[src/rtl/sequencer_pkg.sv]
// Shared definitions for the instruction-cycle sequencer and its branch evaluator.
package sequencer_pkg;

    // Externally visible STATE encoding; the halted state reports as UPDATE.
    localparam logic [1:0] STATE_FETCH   = 2'd0;
    localparam logic [1:0] STATE_DECODE  = 2'd1;
    localparam logic [1:0] STATE_EXECUTE = 2'd2;
    localparam logic [1:0] STATE_UPDATE  = 2'd3;

    typedef enum logic [2:0] {
        S_FETCH,
        S_DECODE,
        S_EXECUTE,
        S_UPDATE,
        S_HALTED
    } seq_state_e;

    typedef enum logic [2:0] {
        CLS_ALU,
        CLS_NOP,
        CLS_BR,
        CLS_JMP,
        CLS_HALT
    } op_class_e;

    localparam logic [4:0] OP_NOP  = 5'h00;
    localparam logic [4:0] OP_BR   = 5'h13;
    localparam logic [4:0] OP_JMP  = 5'h14;
    localparam logic [4:0] OP_HALT = 5'h1F;

    localparam logic [3:0] CC_EQ = 4'h0;
    localparam logic [3:0] CC_NE = 4'h1;
    localparam logic [3:0] CC_LT = 4'h2;
    localparam logic [3:0] CC_GE = 4'h3;
    localparam logic [3:0] CC_GT = 4'h4;
    localparam logic [3:0] CC_LE = 4'h5;
    localparam logic [3:0] CC_CS = 4'h6;
    localparam logic [3:0] CC_CC = 4'h7;
    localparam logic [3:0] CC_MI = 4'h8;
    localparam logic [3:0] CC_PL = 4'h9;
    localparam logic [3:0] CC_VS = 4'hA;
    localparam logic [3:0] CC_VC = 4'hB;

    localparam int unsigned FLAG_Z  = 3;
    localparam int unsigned FLAG_N  = 2;
    localparam int unsigned FLAG_C  = 1;
    localparam int unsigned FLAG_OV = 0;

endpackage

[src/rtl/branch_cond_eval.sv]
// Combinational branch-condition evaluator: (flags, condition code) -> taken.
module branch_cond_eval
    import sequencer_pkg::*;
#(
    parameter int unsigned COND_W = 4
) (
    input  logic [3:0]        flags_i,
    input  logic [COND_W-1:0] cond_i,
    output logic              taken_o
);

    // Decode the condition code against the flag word; codes C..F never branch.
    always_comb begin
        logic lt;
        lt      = flags_i[FLAG_N] ^ flags_i[FLAG_OV];
        taken_o = 1'b0;
        case (cond_i)
            COND_W'(CC_EQ): taken_o = flags_i[FLAG_Z];
            COND_W'(CC_NE): taken_o = !flags_i[FLAG_Z];
            COND_W'(CC_LT): taken_o = lt;
            COND_W'(CC_GE): taken_o = !lt;
            COND_W'(CC_GT): taken_o = !flags_i[FLAG_Z] && !lt;
            COND_W'(CC_LE): taken_o = flags_i[FLAG_Z] || lt;
            COND_W'(CC_CS): taken_o = flags_i[FLAG_C];
            COND_W'(CC_CC): taken_o = !flags_i[FLAG_C];
            COND_W'(CC_MI): taken_o = flags_i[FLAG_N];
            COND_W'(CC_PL): taken_o = !flags_i[FLAG_N];
            COND_W'(CC_VS): taken_o = flags_i[FLAG_OV];
            COND_W'(CC_VC): taken_o = !flags_i[FLAG_OV];
            default:        taken_o = 1'b0;
        endcase
    end

endmodule

[src/rtl/branch_sequencer.sv]
// Instruction-cycle sequencer (FETCH/DECODE/EXECUTE/UPDATE) with ALU flag register
// and program-counter control strobes, all changing on the rising clock edge.
module branch_sequencer
    import sequencer_pkg::*;
#(
    parameter int unsigned OPCODE_W = 5,
    parameter int unsigned COND_W   = 4
) (
    input  logic                CLK,
    input  logic                RESET,
    input  logic                RUN,
    input  logic [OPCODE_W-1:0] OPCODE,
    input  logic [COND_W-1:0]   COND,
    input  logic [3:0]          FLAGS_IN,
    input  logic                FLAGS_WE,
    output logic                IR_LOAD,
    output logic                WPC,
    output logic                ALU,
    output logic                UC,
    output logic [3:0]          FLAGS,
    output logic [1:0]          STATE,
    output logic                HALTED
);

    seq_state_e state_q;
    op_class_e  cls_q;
    logic [3:0] flags_q;
    logic       wpc_q;
    logic       alu_q;
    logic       uc_q;
    logic       halted_q;
    logic       taken;

    function automatic op_class_e classify(input logic [OPCODE_W-1:0] op);
        if (op == OPCODE_W'(OP_BR))   return CLS_BR;
        if (op == OPCODE_W'(OP_JMP))  return CLS_JMP;
        if (op == OPCODE_W'(OP_HALT)) return CLS_HALT;
        if (op == OPCODE_W'(OP_NOP))  return CLS_NOP;
        return CLS_ALU;
    endfunction

    branch_cond_eval #(
        .COND_W (COND_W)
    ) u_cond (
        .flags_i (flags_q),
        .cond_i  (COND),
        .taken_o (taken)
    );

    // Sequencer FSM, flag register and registered UPDATE strobes.
    // Strobes are loaded on the EXECUTE->UPDATE edge so they are high for
    // exactly the UPDATE cycle; BR never writes flags, so taken is final here.
    always_ff @(posedge CLK or posedge RESET) begin
        if (RESET) begin
            state_q  <= S_FETCH;
            cls_q    <= CLS_NOP;
            flags_q  <= '0;
            wpc_q    <= 1'b0;
            alu_q    <= 1'b0;
            uc_q     <= 1'b0;
            halted_q <= 1'b0;
        end else begin
            case (state_q)
                S_FETCH: begin
                    if (RUN) state_q <= S_DECODE;
                end
                S_DECODE: begin
                    cls_q   <= classify(OPCODE);
                    state_q <= S_EXECUTE;
                end
                S_EXECUTE: begin
                    if (FLAGS_WE && cls_q == CLS_ALU) flags_q <= FLAGS_IN;
                    wpc_q   <= (cls_q != CLS_HALT);
                    alu_q   <= (cls_q == CLS_BR) && taken;
                    uc_q    <= (cls_q == CLS_JMP);
                    state_q <= S_UPDATE;
                end
                S_UPDATE: begin
                    wpc_q <= 1'b0;
                    alu_q <= 1'b0;
                    uc_q  <= 1'b0;
                    if (cls_q == CLS_HALT) begin
                        halted_q <= 1'b1;
                        state_q  <= S_HALTED;
                    end else begin
                        state_q  <= S_FETCH;
                    end
                end
                S_HALTED: begin
                    state_q <= S_HALTED;
                end
                default: begin
                    state_q <= S_FETCH;
                end
            endcase
        end
    end

    // Report the internal state on the 2-bit STATE port.
    always_comb begin
        STATE = STATE_FETCH;
        case (state_q)
            S_FETCH:   STATE = STATE_FETCH;
            S_DECODE:  STATE = STATE_DECODE;
            S_EXECUTE: STATE = STATE_EXECUTE;
            S_UPDATE:  STATE = STATE_UPDATE;
            S_HALTED:  STATE = STATE_UPDATE;
            default:   STATE = STATE_FETCH;
        endcase
    end

    // IR load follows RUN in FETCH and is forced low while reset is held.
    assign IR_LOAD = (state_q == S_FETCH) && RUN && !RESET;
    assign WPC     = wpc_q;
    assign ALU     = alu_q;
    assign UC      = uc_q;
    assign FLAGS   = flags_q;
    assign HALTED  = halted_q;

endmodule

[config.mk]
export PLATFORM = sky130hd
export DESIGN_NAME = branch_sequencer
export DESIGN_NICKNAME = d
export VERILOG_FILES = /design/src/rtl/sequencer_pkg.sv /design/src/rtl/branch_cond_eval.sv /design/src/rtl/branch_sequencer.sv
export SDC_FILE = /design/constraint.sdc
export NUM_CORES = 1
export LEC_CHECK = 0
export BUFFER_PORTS_ARGS = -buffer_cell sky130_fd_sc_hd__buf_2
export CAP_MARGIN = 20
export CORE_MARGIN = 8
export CORE_UTILIZATION = 50
export CTS_BUF_LIST = sky130_fd_sc_hd__clkbuf_4 sky130_fd_sc_hd__clkbuf_8
export CTS_CLUSTER_DIAMETER = 40
export CTS_CLUSTER_SIZE = 40
export DETAILED_ROUTE_END_ITERATION = 10
export GPL_TIMING_DRIVEN = 0
export MAX_ROUTING_LAYER = met4
export PLACE_DENSITY = 0.88
export SYNTH_ARGS = -nofsm -noshare
export SYNTH_HDL_FRONTEND = slang
export SYNTH_SLANG_ARGS = --single-unit
[constraint.sdc]
create_clock -name CLK -period 1.8 [get_ports CLK]
set_input_delay 0.18 -clock CLK [delete_from_list [all_inputs] [get_ports CLK]]
set_output_delay 0.18 -clock CLK [all_outputs]
set_load 0.01 [all_outputs]
==> results.toml <==
[run_status]
status = "complete, no violations"

[worst_setup_path]
start_kind = "flop"
r2r_slack_ps = 230
crit_type = "flop to output pin"
arrival_ps = 1490
crit_required_ps = 1620
worstReg2RegEnd = "ALU"
cp_max_fo = 7
r2r_start = "state_q[0]"
reg2reg_depth = 5
worstSetupEndpointType = "output pin"

[worst_hold_path]
hp-class = "input port to flop"
min_to = "cls_q[1]"
hp-start = "OPCODE[3]"
hold_depth = 2

[grt]
gr-usage-all-layers = 0.140
overflow = 0
grt_pass1_vias = 650
grt_antenna_before_repair = 0
grt_max_degree = 15
grt_pass1_wl_um = 2930

[floorplanning]
initial_core_util = 0.518
die_area_um2 = 3030
die_height_um = 55.0
fp-row-count = 14
num_io_pins = 28
coreArea_um2 = 1470
fp.dieW_um = 55.0

[sta]
setup-tns-final_ps = 0
slew_viol_final = 0
rsz0062_at_grt = "no"
setup_slack_ps = 133
whs_ps = 99.8
relSlewSlack = 0.662
finalSetupViolCount = 0
period_minus_slack_ps = 1670
fmax_mhz = 600
finClkSkew_ps = 0.887
finalHoldViolCount = 0
tightest_slew_ps = 507
period_share = 0.926

[final_layout]
area_growth_pct = 26.4
nNetsFinal = 127
diodes = 0
fin_util = 0.655
drive_gt1_frac = 0.367
final_cells = 125
fillers = 123

[clocking]
cts-htree-levels = 1
postCtsSetupBuffers = 0
cts_buffers = 3
cts_tree = "built"
clockRootBuffer = "clkbuf_4"
clockBufferDepth = 2
insertion_delay_ps = 280
clk_pin_slew_ps = 80
numClockSinks = 14

[synth]
yosysWarnings = 0
synth_cell_type_count = 33
synthesis.instances = 77
yosysSeqAreaShare = 0.461
ys_seq_elements = 14
synth_area_um2 = 762
post_synth.cell_area_avg_um2 = 9.90
synth_nets = 94

[detailed_routing]
first_pass_iters = 4
wl_per_cell_um = 13.4
via_count = 677
detail-route-antenna-nets = 0
drc = 0
drt_iter0_drc = 19
routed_wl_um = 1680
viasPerCell = 5.42

[placed_design]
place_congestion = 0.814
place_ws_ps = 247
port_buffers = 27
dp_cells = 120
dp_hpwl_um = 1360

[pwr]
cellLeakagePower_nw = 0.489
max-vdd-ir-drop_mv = 0.875
power_density_nw_per_um2 = 1490

[job]
cap_violations = 0
==> worst max-delay path: stages, from the launching register on <==
cell and delay (ps):
dfrtp_1 380, buf_6 130, or2_4 250, nor4b_1 260
buf_2 190
==> stage by stage <==
| stage | area, um^2 | total power [mW] |
|---|---|---|
| 6_report | 963 | 1.44 |
| 5_1_grt | 963 | 1.56 |
| 4_1_cts | 963 | 1.46 |
| 3_5_place_dp | 917 | 1.23 |
| 3_3_place_gp | 917 | 1.20 |
| 2_1_floorplan | 762 | 1.01 |
==> per-layer routing <==
layer / up-vias / GRT usage / routed length [um]
li1: 338 / - / -
met1: 319 / 0.151 / 691
met4: 0 / 0.108 / 61
met2: 16 / 0.225 / 827
met5: - / - / 0
met3: 4 / 0.0241 / 95
==> report_power, final <==
part / switching, mW / internal (mW) / total (mW)
clock: 0.0982 / 0.123 / 0.221
combinational: 0.334 / 0.324 / 0.658
sequential: 0.114 / 0.442 / 0.556
total: 0.546 / 0.890 / 1.44
==> worst max-delay path by stage <==
| stage | startpoint | end | slack [ps] | depth (start not counted) |
|---|---|---|---|---|
| 3_3_place_gp | state_q[0] | ALU | 280 | 5 |
| 6_report | state_q[0] | IR_LOAD | 130 | 4 |
| 2_1_floorplan | state_q[0] | ALU | 320 | 5 |
| 4_1_cts | state_q[0] | IR_LOAD | 110 | 4 |
| 5_1_grt | state_q[0] | IR_LOAD | 60 | 4 |
| 3_5_place_dp | state_q[0] | ALU | 250 | 5 |
==> kinds of logic (layout without fill, tap and decap cells) <==
group	count (synthesis)	in the layout	share of synthesized area
xor+xnor	4	4	0.0460
flops	14	14	0.461
mux	5	5	0.0722
buf+inv	6	38	0.0394
compound gates	12	12	0.125
simple gates	36	36	0.256
==> what timing repair did <==
action,4_1_cts,5_1_grt
resized for setup,0,0
endpoints found under the hold margin,13,0
hold buffers,1,0
==> area by class of cell <==
class | instances | area, um^2 | share of cell area
multi-input combinational | 57 | 380 | 0.395
sequential | 14 | 352 | 0.365
timing repair buffer | 28 | 145 | 0.151
clock buffer | 4 | 36.3 | 0.0377
tap | 16 | 20.0 | 0.0208
buffer | 2 | 15.0 | 0.0156
inverter | 4 | 15.0 | 0.0156
==> cells in the mapped netlist <==
cell	number	area share
dfstp_2	1	0.034
buf_6	1	0.015
nand2_1	9	0.044
or4b_1	1	0.013
nor2_1	10	0.049
nand4_1	1	0.0082
inv_1	4	0.020
nor4_1	1	0.0082
a21oi_1	1	0.0066
nand2b_1	2	0.016
a22o_1	1	0.011
nor3_2	1	0.013
or2_4	1	0.011
a31oi_1	1	0.0082
or3_1	1	0.0082
and3b_1	1	0.011
nor2b_1	2	0.016
clkbuf_1	1	0.0049
a32oi_1	1	0.011
mux2_2	4	0.059
a211o_1	1	0.011
dfrtp_1	13	0.43
nand3b_1	1	0.0099
o21ai_0	2	0.013
mux2i_1	1	0.013
o41ai_1	1	0.011
a21o_1	2	0.020
nand3_1	3	0.020
o41ai_2	1	0.021
nor4b_1	1	0.011
xnor2_1	4	0.046
a211oi_1	1	0.0099
nand4bb_1	1	0.015
==> state kept, by name, indices dropped and copies added (netlist names) <==
name	cells
FLAGS	4
cls_q	3
state_q	3
ALU	1
HALTED	1
UC	1
WPC	1
==> layout by cell type, fill, tap and decap left out <==
cell / Yosys / routed
a31oi_1: 1 / 1
nand4_1: 1 / 1
nor3_2: 1 / 1
nand2b_1: 2 / 2
o41ai_1: 1 / 1
nor4b_1: 1 / 1
a211o_1: 1 / 1
a21oi_1: 1 / 1
or4b_1: 1 / 1
dfrtp_1: 13 / 13
xnor2_1: 4 / 4
buf_2: 0 / 27
clkbuf_8: 0 / 1
buf_6: 1 / 1
or3_1: 1 / 1
a211oi_1: 1 / 1
mux2_2: 4 / 4
a32oi_1: 1 / 1
and3b_1: 1 / 1
dlygate4sd3_1: 0 / 1
or2_4: 1 / 1
nand4bb_1: 1 / 1
o41ai_2: 1 / 1
nor2b_1: 2 / 2
o21ai_0: 2 / 2
nand3b_1: 1 / 1
nand2_1: 9 / 9
clkbuf_4: 0 / 3
a21o_1: 2 / 2
inv_1: 4 / 4
dfstp_2: 1 / 1
nor2_1: 10 / 10
clkbuf_1: 1 / 1
mux2i_1: 1 / 1
nand3_1: 3 / 3
a22o_1: 1 / 1
nor4_1: 1 / 1
Note: power is estimated with default switching activity, not from simulation.
